===== src/rtl/dcount_pkg.sv =====
// dcount_pkg: shared widths and IRQ FSM state encoding for the down-counter event monitor.
package dcount_pkg;
  localparam int DCNT_WIDTH = 8;
  localparam int DCNT_EVT_W = 8;
  typedef enum logic [1:0] {
    ST_IDLE  = 2'd0,
    ST_ARMED = 2'd1,
    ST_PEND  = 2'd2
  } state_e;
endpackage


===== src/rtl/dcount_edge_detect.sv =====
// dcount_edge_detect: remembers the previous count and flags raw wrap and compare-arrival conditions.
module dcount_edge_detect
  import dcount_pkg::*;
#(
  parameter int WIDTH = DCNT_WIDTH
) (
  input  logic             clock,
  input  logic             reset,
  input  logic [WIDTH-1:0] count_i,
  input  logic [WIDTH-1:0] cmp_i,
  output logic             unf_o,
  output logic             match_o
);
  logic [WIDTH-1:0] prev_count_q;
  logic             prev_valid_q;
  always_ff @(posedge clock) begin
    if (reset) begin
      prev_count_q <= '0;
      prev_valid_q <= 1'b0;
    end else begin
      prev_count_q <= count_i;
      prev_valid_q <= 1'b1;
    end
  end
  // a held count never re-matches, so a cmp change onto a stalled counter is silent
  assign unf_o   = prev_valid_q && (prev_count_q == '0) && (count_i == {WIDTH{1'b1}});
  assign match_o = prev_valid_q && (count_i == cmp_i) && (count_i != prev_count_q);
endmodule


===== src/rtl/dcount_event_monitor.sv =====
// dcount_event_monitor: turns the sampled down-count into underflow/match pulses,
// a saturating underflow count and an acknowledged interrupt with overrun tracking.
module dcount_event_monitor
  import dcount_pkg::*;
#(
  parameter int WIDTH = DCNT_WIDTH,
  parameter int EVT_W = DCNT_EVT_W
) (
  input  logic             clock,
  input  logic             reset,
  input  logic [WIDTH-1:0] count_in,
  input  logic [WIDTH-1:0] cmp_value,
  input  logic             irq_en,
  input  logic             irq_ack,
  output logic             underflow,
  output logic             match,
  output logic [EVT_W-1:0] event_count,
  output logic             irq,
  output logic             overrun
);
  logic             unf_raw, match_raw;
  logic             underflow_q, match_q;
  logic [EVT_W-1:0] evt_q, evt_d;
  logic             overrun_q, overrun_d;
  state_e           state_q, state_d;
  dcount_edge_detect #(.WIDTH(WIDTH)) u_edge (
    .clock   (clock),
    .reset   (reset),
    .count_i (count_in),
    .cmp_i   (cmp_value),
    .unf_o   (unf_raw),
    .match_o (match_raw)
  );
  always_comb begin
    evt_d     = (underflow_q && evt_q != {EVT_W{1'b1}}) ? evt_q + EVT_W'(1) : evt_q;
    overrun_d = irq_ack ? 1'b0 : (underflow_q && state_q == ST_PEND) ? 1'b1 : overrun_q;
    state_d   = state_q;
    if (!irq_en) state_d = ST_IDLE;
    else if (state_q == ST_IDLE) state_d = ST_ARMED;
    else if (state_q == ST_ARMED) state_d = underflow_q ? ST_PEND : ST_ARMED;
    else if (state_q == ST_PEND) state_d = (irq_ack && !underflow_q) ? ST_ARMED : ST_PEND;
    else state_d = ST_IDLE;
  end
  always_ff @(posedge clock) begin
    if (reset) begin
      underflow_q <= 1'b0;
      match_q     <= 1'b0;
      evt_q       <= '0;
      overrun_q   <= 1'b0;
      state_q     <= ST_IDLE;
    end else begin
      underflow_q <= unf_raw;
      match_q     <= match_raw;
      evt_q       <= evt_d;
      overrun_q   <= overrun_d;
      state_q     <= state_d;
    end
  end
  assign underflow   = underflow_q;
  assign match       = match_q;
  assign event_count = evt_q;
  assign irq         = (state_q == ST_PEND);
  assign overrun     = overrun_q;
endmodule


===== config.mk =====
export PLATFORM = sky130hd
export DESIGN_NAME = dcount_event_monitor
export DESIGN_NICKNAME = d
export VERILOG_FILES = /design/src/rtl/dcount_pkg.sv /design/src/rtl/dcount_edge_detect.sv /design/src/rtl/dcount_event_monitor.sv
export SDC_FILE = /design/constraint.sdc
export NUM_CORES = 1
export LEC_CHECK = 0
export ABC_AREA = 1
export BUFFER_PORTS_ARGS = -buffer_cell sky130_fd_sc_hd__buf_2
export CORE_AREA = 2 2 66 68
export CTS_BUF_LIST = sky130_fd_sc_hd__clkbuf_8
export DETAILED_ROUTE_END_ITERATION = 7
export DIE_AREA = 0 0 68 70
export GPL_TIMING_DRIVEN = 1
export HOLD_SLACK_MARGIN = 0.03
export PLACE_DENSITY_LB_ADDON = 0.12
export SLEW_MARGIN = 20
export SYNTH_ARGS = -nofsm -noshare
export SYNTH_HDL_FRONTEND = slang
export SYNTH_HIERARCHICAL = 1
export SYNTH_SLANG_ARGS = --single-unit

===== constraint.sdc =====
create_clock -name clock -period 1.2 [get_ports clock]
set_input_delay 0.3 -clock clock [delete_from_list [all_inputs] [get_ports clock]]
set_output_delay 0.3 -clock clock [all_outputs]
set_load 0.005 [all_outputs]

==> results.json <==
{
  "regArea_um2": 447,
  "placedCellCount": 271,
  "period_needed_ns": 1.17,
  "fillers": 450,
  "critPathLaunch": "event_count[0]$_SDFFE_PP0P_",
  "synth_ff_type": "dfxtp_1",
  "setup_violations": 0,
  "synth-seq-cells": 22,
  "via_per_inst": 4.04,
  "detail-route-antenna-nets": 0,
  "final_hold_viol_count": 0,
  "report.final.slew_viol_count": 0,
  "min_path_type": "input port to flop",
  "ir_drop_mv": 0.605,
  "met2_usage_pct": 19.1,
  "netlist_area_um2": 1180,
  "multiInputGateArea_um2": 618,
  "critical_path_arrival_ns": 0.87,
  "synth.avg_cell_area_um2": 6.49,
  "critPathLaunchType": "flop",
  "stdcell_area_um2": 1550,
  "numPortBuffers": 31,
  "cts_max_path_buffers": 2,
  "finalCritPeriodShare_pct": 97.2,
  "critPathKind": "flop to primary output",
  "drc": 0,
  "synthTopCellsByArea": "dfxtp_1 37%, nand2_1 16%, inv_1 10%, nor2_1 8.9%, a21oi_1 3.4%",
  "max_cap_viol_count": 0,
  "ys_types": 23,
  "globalRouteTotalUtil_pct": 11.4,
  "wl_per_cell_um": 9.07,
  "dr.pass1.iters": 5,
  "rows": 24,
  "h-tree-depth": 1,
  "critPathCaptureType": "primary output",
  "use_met1_pct": 13.7,
  "clk_latency_ns": 0.26,
  "coreArea_um2": 4140,
  "first_global_vias": 1019,
  "clock_skew_ns": 0.00311,
  "fin_nets": 249,
  "numCtsBuffers": 3,
  "synthCells": 182,
  "synthTopCellsByCount": "49 x nand2_1, 32 x inv_1, 28 x nor2_1",
  "hpwl_mm": 1.94,
  "rr_startpoint": "event_count[1]$_SDFFE_PP0P_",
  "place_area_um2": 1450,
  "yosysTopAreaCellShare_pct": 37.3,
  "die_w_um": 68,
  "tightest_slew_ns": 0.204,
  "synth_edf_count": 0,
  "clk_pin_slew_worst_paths_ns": 0.08,
  "relSlewSlack_pct": 86.4,
  "cp_data_required_time_ns": 0.90,
  "drive_gt1_share_pct": 31.9,
  "busiest_layer": "met2",
  "synth-async-reset-ratio_pct": 0,
  "dr_total_vias": 1124,
  "synth_nets": 203,
  "synth.most_common_cell": "nand2_1",
  "ys_warn_count": 6,
  "start_util_pct": 28.5,
  "ios": 32,
  "instances_no_fill": 278,
  "cts_num_sinks": 22,
  "grt.overflow.total": 0,
  "diodes": 0,
  "die_y_um": 70,
  "die_area_um2": 4760,
  "use_met3_pct": 3.38,
  "yosys.area.top_type": "dfxtp_1",
  "ys_seq_area_share_pct": 37.3,
  "pwr_density_cell_nw_per_um2": 879,
  "antenna_found_initial": 0,
  "cts_root_buf": "clkbuf_8",
  "cp_max_fo": 4,
  "ctsHoldBuffers": 0,
  "status": "complete, no violations",
  "p_leak_uw": 0.000788,
  "gp_congestion": 0.718,
  "worstHoldStart": "irq_ack",
  "rsz0062_at_grt": "yes",
  "area_growth_pct": 31.0,
  "grt_max_degree": 15,
  "drt-total-wl_mm": 2.52,
  "max_freq_ghz": 0.857,
  "initialDrtViolationCount": 40,
  "cts_tree": "built",
  "grt_pass1_wl_mm": 4.22
}
## report_power, final
| part | internal (uW) | switching (uW) | leakage, uW |
|---|---|---|---|
| combinational | 67.0 | 87.0 | 0.000583 |
| clock | 224 | 228 | 0.0000216 |
| sequential | 747 | 8.29 | 0.000183 |
| total | 1040 | 323 | 0.000788 |
## through the flow
stage                     setup slack, ns  hold WS (ns)  setup TNS (ns)  util (%)  power (uW)
final                              0.0330         0.215               0      37.3        1360
after global routing              -0.0167         0.202         -0.0291      37.3        1450
after CTS                         0.00257         0.208               0      36.3        1400
after detailed placement           0.0184         0.445               0      34.9         929
after global placement             0.0229         0.426               0      34.9         929
after floorplan                    0.0144         0.362               0         -         862
## timing repair
item,4_1_cts,5_1_grt
pin swaps,1,2
cloned,0,0
buffers inserted,1,3
gates resized for setup,5,6
setup endpoints to repair,2,10
hold endpoints to repair,0,0
## kinds of logic (layout without fill, tap and decap cells)
logic type | Yosys count | after routing | synth area share [%]
AND/OR/NAND/NOR | 102 | 102 | 38.8
buffers and inverters | 37 | 81 | 12.4
flip-flops | 22 | 22 | 37.3
AO/OA/AOI/OAI | 16 | 16 | 7.52
XOR/XNOR | 4 | 4 | 2.97
adder cells (fa/ha/maj) | 1 | 1 | 1.06
## cells in the final DEF, fill, tap and decap left out
master / count
nand2_1: 49
inv_1: 31
buf_2: 31
nor2_1: 27
dfxtp_1: 17
buf_4: 12
a21oi_1: 7
nand3_1: 6
nand2_2: 5
nor2_2: 5
o21ai_0: 5
dfxtp_2: 5
inv_2: 4
xnor2_1: 4
nand4_1: 3
clkbuf_8: 3
nor2_4: 2
a211oi_1: 2
a21oi_2: 2
nor3_4: 1
nand2_4: 1
nand3b_1: 1
nor3_1: 1
ha_4: 1
or3_1: 1
## metal layers
metal / share of wire (%) / routed length [um]
met5: 0 / 0
met4: 0.99 / 25
met3: 4.4 / 111
met2: 48 / 1220
met1: 46 / 1160
## critical path: stages (launching register included)
cell	delay [ns]
dfxtp_2	0.34
buf_4	0.15
buf_2	0.12
## sequential cells by signal (all words and copies together) (netlist names)
register,flops
state_q,2
event_count,8
u_edge/prev_count_q,8
match,1
underflow,1
u_edge/prev_valid_q,1
overrun,1
## final timing paths
| check | cells after the start | endpoint | slack (ns) |
|---|---|---|---|
| worst max-delay path | 2 | event_count[0] | 0.03 |
| worst min-delay path | 2 | overrun$_SDFFE_PP0P_ | 0.21 |
| worst max register to register | 6 | event_count[0]$_SDFFE_PP0P_ | 0.09 |
| worst min register to register | 2 | overrun$_SDFFE_PP0P_ | 0.46 |
## area by class of cell
| type | instances | area share [%] |
|---|---|---|
| well taps | 52 | 4.20 |
| repair buffers | 43 | 15.8 |
| multi-input cells | 123 | 39.9 |
| inverters | 35 | 8.49 |
| flip-flops and latches | 22 | 28.9 |
| clock buffers | 3 | 2.67 |
Note: power is estimated with default switching activity, not from simulation.
